### config.mk
export PLATFORM = sky130hd
export DESIGN_NAME = div8_seq_flat
export DESIGN_NICKNAME = d
export VERILOG_FILES = /design/src/rtl/div_pkg.sv /design/src/rtl/div8_seq_if.sv /design/src/rtl/csub_rc.sv /design/src/rtl/div8_seq.sv /design/src/flat_wrapper.sv
export SDC_FILE = /design/constraint.sdc
export NUM_CORES = 1
export LEC_CHECK = 0
export ABC_AREA = 1
export CELL_PAD_IN_SITES_DETAIL_PLACEMENT = 0
export CELL_PAD_IN_SITES_GLOBAL_PLACEMENT = 2
export CORE_MARGIN = 2
export CORE_UTILIZATION = 32
export DETAILED_ROUTE_END_ITERATION = 12
export PLACE_DENSITY = 0.92
export SYNTH_ARGS = -nofsm -noshare
export SYNTH_HDL_FRONTEND = slang
export SYNTH_HIERARCHICAL = 1
export SYNTH_SLANG_ARGS = --single-unit
export TNS_END_PERCENT = 1
### constraint.sdc
create_clock -name clk -period 6.9 [get_ports clk]
set_input_delay 1.38 -clock clk [delete_from_list [all_inputs] [get_ports clk]]
set_output_delay 1.38 -clock clk [all_outputs]
set_load 0.05 [all_outputs]
### src/rtl/div_pkg.sv
// Shared definitions for the sequential divider: operand width, FSM states
// and the full-adder cell used by the ripple subtractor.
package div_pkg;

    localparam int DIV_W = 8;
    localparam int CNT_W = $clog2(DIV_W + 1);

    typedef enum logic {
        IDLE = 1'b0,
        RUN  = 1'b1
    } state_t;

    // Library full-adder cell, returned as {carry_out, sum}.
    function automatic logic [1:0] fa_cell(input logic x, input logic y, input logic ci);
        return {(x & y) | (ci & (x ^ y)), x ^ y ^ ci};
    endfunction

endpackage

### src/rtl/div8_seq_if.sv
// Start/result handshake bundle between a requester and the divider.
interface div8_seq_if #(parameter int W = div_pkg::DIV_W);

    logic         start;
    logic [W-1:0] dividend;
    logic [W-1:0] divisor;
    logic         busy;
    logic         done;
    logic [W-1:0] quotient;
    logic [W-1:0] remainder;
    logic         div_by_zero;

    modport master (
        output start, dividend, divisor,
        input  busy, done, quotient, remainder, div_by_zero
    );

    modport slave (
        input  start, dividend, divisor,
        output busy, done, quotient, remainder, div_by_zero
    );

endinterface

### src/rtl/csub_rc.sv
// Ripple conditional subtractor a - b computed as a + ~b + 1 through a chain
// of full-adder cells; borrow is the inverted final carry.
module csub_rc
    import div_pkg::*;
#(
    parameter int N = DIV_W + 1
) (
    input  logic [N-1:0] a,
    input  logic [N-1:0] b,
    output logic [N-1:0] diff,
    output logic         borrow
);

    logic [N:0] carry_s;

    assign carry_s[0] = 1'b1;

    for (genvar i = 0; i < N; i++) begin : g_bit
        logic [1:0] fa_s;
        assign fa_s         = fa_cell(a[i], ~b[i], carry_s[i]);
        assign diff[i]      = fa_s[0];
        assign carry_s[i+1] = fa_s[1];
    end

    assign borrow = ~carry_s[N];

endmodule

### src/rtl/div8_seq.sv
// Restoring unsigned divider: one quotient bit per clock, one-cycle done pulse,
// divide-by-zero answered in a single cycle without entering RUN.
module div8_seq
    import div_pkg::*;
#(
    parameter int W = DIV_W
) (
    input  logic        clk,
    input  logic        rst_n,
    div8_seq_if.slave   bus
);

    localparam int CW = $clog2(W + 1);

    state_t          state_r, state_nx;
    logic [CW-1:0]   cnt_r, cnt_nx;
    logic [W-1:0]    q_r, q_nx;
    logic [W-1:0]    d_r, d_nx;
    logic [W:0]      r_r, r_nx;
    logic            busy_r, busy_nx;
    logic            done_r, done_nx;
    logic [W-1:0]    quo_r, quo_nx;
    logic [W-1:0]    rem_r, rem_nx;
    logic            dbz_r, dbz_nx;

    logic [W:0]      r_sh_s;
    logic [W:0]      diff_s;
    logic            borrow_s;
    logic [W-1:0]    q_step_s;
    logic [W:0]      r_step_s;

    // Shift {R,Q} left; the top bit of R is always zero because R < D.
    assign r_sh_s = (r_r << 1) | {{W{1'b0}}, q_r[W-1]};

    csub_rc #(.N(W + 1)) u_csub (
        .a      (r_sh_s),
        .b      ({1'b0, d_r}),
        .diff   (diff_s),
        .borrow (borrow_s)
    );

    assign q_step_s = {q_r[W-2:0], ~borrow_s};
    assign r_step_s = borrow_s ? r_sh_s : diff_s;

    // Next-state and next-output logic for the IDLE/RUN controller.
    always_comb begin
        state_nx = state_r;
        cnt_nx   = cnt_r;
        q_nx     = q_r;
        d_nx     = d_r;
        r_nx     = r_r;
        busy_nx  = busy_r;
        done_nx  = 1'b0;
        quo_nx   = quo_r;
        rem_nx   = rem_r;
        dbz_nx   = dbz_r;
        case (state_r)
            IDLE: begin
                if (bus.start) begin
                    if (bus.divisor != {W{1'b0}}) begin
                        q_nx     = bus.dividend;
                        d_nx     = bus.divisor;
                        r_nx     = {(W + 1){1'b0}};
                        cnt_nx   = CW'(W);
                        state_nx = RUN;
                        busy_nx  = 1'b1;
                        dbz_nx   = 1'b0;
                    end else begin
                        quo_nx  = {W{1'b1}};
                        rem_nx  = bus.dividend;
                        dbz_nx  = 1'b1;
                        done_nx = 1'b1;
                    end
                end else begin
                    state_nx = IDLE;
                end
            end
            RUN: begin
                q_nx   = q_step_s;
                r_nx   = r_step_s;
                cnt_nx = cnt_r - CW'(1);
                if (cnt_r == CW'(1)) begin
                    quo_nx   = q_step_s;
                    rem_nx   = r_step_s[W-1:0];
                    done_nx  = 1'b1;
                    busy_nx  = 1'b0;
                    state_nx = IDLE;
                end else begin
                    state_nx = RUN;
                end
            end
            default: begin
                state_nx = IDLE;
                busy_nx  = 1'b0;
            end
        endcase
    end

    // State, datapath and output registers with synchronous active-low reset.
    always_ff @(posedge clk) begin
        if (!rst_n) begin
            state_r <= IDLE;
            cnt_r   <= '0;
            q_r     <= '0;
            d_r     <= '0;
            r_r     <= '0;
            busy_r  <= 1'b0;
            done_r  <= 1'b0;
            quo_r   <= '0;
            rem_r   <= '0;
            dbz_r   <= 1'b0;
        end else begin
            state_r <= state_nx;
            cnt_r   <= cnt_nx;
            q_r     <= q_nx;
            d_r     <= d_nx;
            r_r     <= r_nx;
            busy_r  <= busy_nx;
            done_r  <= done_nx;
            quo_r   <= quo_nx;
            rem_r   <= rem_nx;
            dbz_r   <= dbz_nx;
        end
    end

    assign bus.busy        = busy_r;
    assign bus.done        = done_r;
    assign bus.quotient    = quo_r;
    assign bus.remainder   = rem_r;
    assign bus.div_by_zero = dbz_r;

endmodule

### src/flat_wrapper.sv
// flat-port wrapper written by rule: the top's interface ports become plain ports
module div8_seq_flat import div_pkg::*;
#(
    parameter int W = DIV_W
)
  (clk, rst_n, bus_start, bus_dividend, bus_divisor, bus_busy, bus_done, bus_quotient, bus_remainder, bus_div_by_zero);
  div8_seq_if #(.W(W)) bus_i ();
  input  logic clk;
  input  logic rst_n;
  input wire logic [$bits(bus_i.start)-1:0] bus_start;
  input wire logic [$bits(bus_i.dividend)-1:0] bus_dividend;
  input wire logic [$bits(bus_i.divisor)-1:0] bus_divisor;
  output wire logic [$bits(bus_i.busy)-1:0] bus_busy;
  output wire logic [$bits(bus_i.done)-1:0] bus_done;
  output wire logic [$bits(bus_i.quotient)-1:0] bus_quotient;
  output wire logic [$bits(bus_i.remainder)-1:0] bus_remainder;
  output wire logic [$bits(bus_i.div_by_zero)-1:0] bus_div_by_zero;
  assign bus_i.start = bus_start;
  assign bus_i.dividend = bus_dividend;
  assign bus_i.divisor = bus_divisor;
  assign bus_busy = bus_i.busy;
  assign bus_done = bus_i.done;
  assign bus_quotient = bus_i.quotient;
  assign bus_remainder = bus_i.remainder;
  assign bus_div_by_zero = bus_i.div_by_zero;
  div8_seq #(.W(W)) u_core (.clk(clk), .rst_n(rst_n), .bus(bus_i));
endmodule
==> flow_summary.yaml, run 1 <==
critical_path:
  crit_top_cell: "fa_1"
  cp_max_fo: 9
  slowest_delay_ns: 0.41
  critPathSlowestCell: "fa_1"
  startpoint_type: "flip-flop"
  cp-end-kind: "flip-flop"
  crit_required_ns: 7.10
  path_delay_family: "adder cells"
  cp.arrival_ns: 4.83
  crit_path_cell_trace: "inv_1, ha_1, fa_1, fa_1, fa_1, fa_1, fa_1, fa_1, fa_1, fa_1, nand2_1, inv_1, nand2_1, o211ai_1, a21oi_1, nor2_1"
  worst-path-buf-inv: 2
  criticalPathCategory: "flip-flop to flip-flop"
detailed_routing:
  viasPerCell: 4.609
  ant_nets: 0
  vias: 2217
  drc_errors: 0
  drt_iter0_drc: 84
  drt_wl_total_mm: 5.989
  dr.pass1.iters: 4
  wl_per_cell_um: 12.45
logic_synthesis:
  syn_nets: 378
  yosysWarnings: 6
  syn_area_um2: 2485
  syn_area_per_cell_um2: 7.140
  syn_inst: 348
cts:
  cts_buffers: 5
  htreeDepth: 2
  clkTransAtPathRegs_ns: 0.10
  root_buffer: "clkbuf_8"
  post_cts_buffers: 0
  clockBufferDepth: 2
  cts_hold_buffers: 0
  tritoncts: "done"
  ctsResizeCount: 0
  clkLatencyLatePin_ns: 0.31
  clock_sinks: 48
place:
  portBuffers: 37
  dpl.hpwl_mm: 4.306
  gp_congestion: 0.8971
grt:
  antenna_found_initial: 0
  grt_use_total_pct: 15.26
  grt-ovfl-total: 0
  grt_pass1_wl_mm: 10.36
  grt_max_degree: 42
  grt_pass1_vias: 2193
sta:
  finalClockSkew_ns: 0.008289
  setup_tns_ns: 0
  fmax_mhz: 216.1
  min_period_ns: 4.627
  slew_viol_final: 0
  rsz0062_at_grt: "no"
  maxSlewHeadroom_pct: 46.91
  worst_pin_slew_ns: 0.7952
  setup-violations-final: 0
  finalCritPeriodShare_pct: 67.06
  finalHoldViolations: 0
power_and_ir_drop:
  leakage_nw: 1.411
  power.density_nw_per_um2: 222.0
  peakVddDrop_v: 0.00008526
  total_power_mw: 0.6716
die:
  row_count: 32
  die-area_um2: 8486
  die_y_um: 92.12
  die_w_um: 92.12
  coreArea_um2: 7607
  initial_core_util_pct: 32.66
  pin_count: 38
flow_run:
  maxCapViolations: 0
cells_and_area:
  final_common_cell: "nand2_1"
  regArea_um2: 960.9
  final_layout_size_suffix_gt1_share_pct: 5.277
  final_cell_mix: "nand2_1 (72), nor2_1 (54), inv_1 (49), dfxtp_1 (48), clkdlybuf4s50_1 (37)"
  finalNetCount: 408
  num_antenna_cells: 0
  areaGrowthSynthToFinish_pct: 21.75
  fillers: 809
  multiInputGateArea_um2: 1249
hold_path:
  holdCritPathClass: "flip-flop to flip-flop"
run_status:
  status: "complete, no violations"
-- worst paths after layout --
path,from,end,slack (ns),cells after the start
setup / recovery,u_core/q_r[7]$_SDFFE_PN0P_,u_core/bus.remainder[0]$_SDFFE_PN0P_,2.27,16
setup reg to reg,u_core/q_r[7]$_SDFFE_PN0P_,u_core/bus.remainder[0]$_SDFFE_PN0P_,2.27,16
hold reg to reg,u_core/bus.quotient[1]$_SDFFE_PN0P_,u_core/bus.quotient[1]$_SDFFE_PN0P_,0.48,2
hold / removal,u_core/bus.quotient[1]$_SDFFE_PN0P_,u_core/bus.quotient[1]$_SDFFE_PN0P_,0.48,2
-- where the power goes --
group          switching, mW  internal [mW]  total, mW
logic                 0.0908         0.0568      0.148
clock network          0.104          0.109      0.214
registers             0.0141          0.296      0.310
-- registers in the layout (all words and copies together) (netlist names) --
| name | flops |
|---|---|
| u_core/bus.quotient | 8 |
| u_core/bus.remainder | 8 |
| u_core/d_r | 8 |
| u_core/q_r | 8 |
| u_core/r_r | 8 |
| u_core/cnt_r | 4 |
| u_core/bus.busy | 1 |
| u_core/bus.div_by_zero | 1 |
| u_core/bus.done | 1 |
| u_core/state_r | 1 |
-- layout make-up --
class	instances	share of cell area [%]
inverter	50	6.203
multi-input combinational	234	41.27
clock inverter	3	1.530
sequential	48	31.76
timing repair buffer	39	12.74
clock buffer	5	2.275
tap	102	4.218
-- tightest hold or removal path: stages (launching register included) --
cell      delay (ns)
dfxtp_1         0.34
o21bai_1        0.07
inv_1           0.04
-- per-layer routing --
metal | vias up | wire length (µm) | share of wire, % | track usage, %
met3 | 5 | 166 | 2.8 | 2.876
met2 | 35 | 2807 | 47 | 25.67
li1 | 1156 | - | - | -
met4 | 0 | 57 | 0.95 | 3.358
met1 | 1021 | 2958 | 49 | 20.38
met5 | - | 0 | 0 | 0
-- stage by stage --
| stage | instance area [µm²] | hold slack (ns) | setup slack [ns] | utilization [%] | cells |
|---|---|---|---|---|---|
| detailed placement | 2910 | 0.4585 | 2.306 | 38.26 | 473 |
| global placement | 2910 | 0.4440 | 2.333 | 38.26 | 473 |
| CTS | 3025 | 0.4820 | 2.267 | 39.77 | 481 |
| floorplan | 2485 | 0.4412 | 2.588 | - | 348 |
| global route | 3025 | 0.4941 | 2.002 | 39.77 | 481 |
| finish | 3025 | 0.4759 | 2.273 | 39.77 | 481 |
Note: power is estimated with default switching activity, not from simulation.
==> run 2: changes to the inputs <==
CORE_UTILIZATION = 27   (was 32)
PLACE_DENSITY = 0.83   (was 0.92)
clock period = 3.95 ns   (was 6.9 ns; I/O delays follow)
==> run 2 against run 1 <==
The run now ends with negative setup slack left. Routed wire length increased by 11%. Maximum frequency increased by 15%. Final cell count is 3.1% higher. Critical path depth unchanged. Global-route usage decreased by 1.0 points. Combinational power rose by 99%. Sequential power increased by 74%. Clock-buffer cell count unchanged. Die area is 18% higher. Flip-flop and latch count unchanged. First-iteration DRC count increased by 35%. Critical path type unchanged. Critical endpoint is now u_core/bus.remainder[2]$_SDFFE_PN0P_. Largest cell class unchanged. Highest routed layer unchanged.
==> flow_summary.yaml, run 2 (synthesis gave the netlist of run 1 again) <==
cts:
  tritoncts: "done"
  clock_sinks: 48
  cts_buffers: 5
  clkTransAtPathRegs_ns: 0.09
  clkLatencyLatePin_ns: 0.31
  clockBufferDepth: 2
  post_cts_buffers: 0
  root_buffer: "clkbuf_8"
  cts_hold_buffers: 0
  htreeDepth: 2
sta:
  fin_ws_ns: -0.08170
  slew_viol_final: 0
  min_period_ns: 4.032
  hold_slack_ns: 0.4706
  finalCritPeriodShare_pct: 102.1
  finalHoldViolations: 0
  worst_pin_slew_ns: 0.5464
  fmax_mhz: 248.0
  setup-violations-final: 5
  finalClockSkew_ns: 0.01494
  maxSlewHeadroom_pct: 63.58
  rsz0062_at_grt: "yes"
die:
  pin_count: 38
  row_count: 35
  die_y_um: 99.94
  initial_core_util_pct: 27.41
  coreArea_um2: 9065
  die_w_um: 99.94
  die-area_um2: 9987
critical_path:
  startpoint_type: "flip-flop"
  rr_worst_depth: 16
  crit_required_ns: 4.20
  crit_top_cell: "fa_2"
  crit_cells: 16
  cp-end-kind: "flip-flop"
  worst-path-buf-inv: 3
  slowest_delay_ns: 0.38
  critPathSlowestCell: "fa_2"
  crit_path_cell_trace: "inv_1, ha_2, fa_2, fa_2, fa_2, fa_2, fa_2, fa_2, fa_2, fa_2, inv_2, nand2_4, buf_4, o211ai_1, a21oi_2, nor2_1"
  cp.arrival_ns: 4.28
  cp_max_fo: 3
  path_delay_family: "adder cells"
  criticalPathCategory: "flip-flop to flip-flop"
power_and_ir_drop:
  leakage_nw: 1.456
  power_frac_seq_pct: 42.5
  comb_power_share_pct: 23.1
  power.density_nw_per_um2: 399.9
  peakVddDrop_v: 0.0001456
  p_clk_share_pct: 34.4
  switching_share_pct: 30.19
  switching_power_mw: 0.3837
  power.internal_mw: 0.8871
run_status:
  status: "finished, violations left"
  violations: "negative setup slack"
place:
  dpl.hpwl_mm: 4.595
  dpl_cell_area_um2: 2977
  dp_slack_ns: -0.4998
  portBuffers: 37
  gp_congestion: 0.8138
grt:
  grt_pass1_vias: 2260
  antenna_found_initial: 0
  met2_usage_pct: 23.13
  grt-ovfl-total: 0
  grt_max_degree: 53
  grt_pass1_wl_mm: 11.27
  use_met3_pct: 2.228
  grt_use_total_pct: 14.21
  grt-busiest-layer: "met2"
  grtUsageMet1_pct: 19.96
cells_and_area:
  fin_area_um2: 3178
  final_layout_size_suffix_gt1_share_pct: 13.25
  final_common_cell: "nand2_1"
  final_cell_mix: "nand2_1 (65), nor2_1 (53), dfxtp_1 (47), inv_1 (46), clkdlybuf4s50_1 (37)"
  areaGrowthSynthToFinish_pct: 27.90
  finalNetCount: 414
  num_antenna_cells: 0
detailed_routing:
  viasPerCell: 4.585
  drt_iter0_drc: 113
  wl_per_cell_um: 13.36
  dr.pass1.iters: 4
  drt_wl_total_mm: 6.625
  vias: 2274
  drc_errors: 0
  ant_nets: 0
hold_path:
  holdCritPathClass: "flip-flop to flip-flop"
  whs_path_depth: 2
flow_run:
  maxCapViolations: 0
## run 2: power by group through the flow
stage / clock network, mW / registers [mW] / logic (mW)
after global routing: 0.472 / 0.545 / 0.335
after CTS: 0.454 / 0.540 / 0.291
after detailed placement: 0 / 0.551 / 0.277
after floorplan: 0 / 0.571 / 0.170
after global placement: 0 / 0.550 / 0.277
final: 0.437 / 0.540 / 0.294
## run 2: layout make-up
type	count	area, µm²
Clock buffer	5	68.82
Clock inverter	3	68.82
Fill cell	938	5887
Inverter	50	192.7
Multi-Input combinational cell	234	1316
Sequential cell	48	962.2
Tap cell	111	138.9
Timing Repair Buffer	45	430.4
## run 2: path summary, 6_finish.rpt
kind	start	endpoint	slack, ns
setup / recovery	u_core/q_r[7]$_SDFFE_PN0P_	u_core/bus.remainder[2]$_SDFFE_PN0P_	-0.08
hold / removal	u_core/bus.quotient[1]$_SDFFE_PN0P_	u_core/bus.quotient[1]$_SDFFE_PN0P_	0.47
setup reg to reg	u_core/q_r[7]$_SDFFE_PN0P_	u_core/bus.remainder[2]$_SDFFE_PN0P_	-0.08
hold reg to reg	u_core/bus.quotient[1]$_SDFFE_PN0P_	u_core/bus.quotient[1]$_SDFFE_PN0P_	0.47
## run 2: repair_timing
item,in CTS,in global routing
setup endpoints to repair,18,17
gates resized for setup,18,7
pin swaps,4,2
## run 2: metrics by stage
stage               power [mW]  util, %  setup TNS [ns]  std cells
finish                   1.271    35.06         -0.2456        496
global route             1.352    35.06          -2.458        496
CTS                      1.286    34.84         -0.2690        496
detailed placement      0.8278    32.84          -7.760        488
global placement        0.8269    32.84          -6.983        488
floorplan               0.7403        -               0        348
## run 2: routing by layer
metal / up-vias / part of all wire [%]
li1: 1164 / -
met1: 1063 / 49
met2: 43 / 46
met3: 4 / 3.8
met4: 0 / 0.69
met5: - / 0
## run 2: tightest hold or removal path: stages, from the launching register on
cell      delay, ns
dfxtp_1        0.34
o21bai_1       0.07
inv_1          0.04
==> run 3: changes to the inputs <==
CTS_CLUSTER_SIZE = 40   (was default)
HOLD_SLACK_MARGIN = 0.03   (was default)
==> results of run 3 <==
No change in the layout: final DEF, timing and power equal those of run 2.
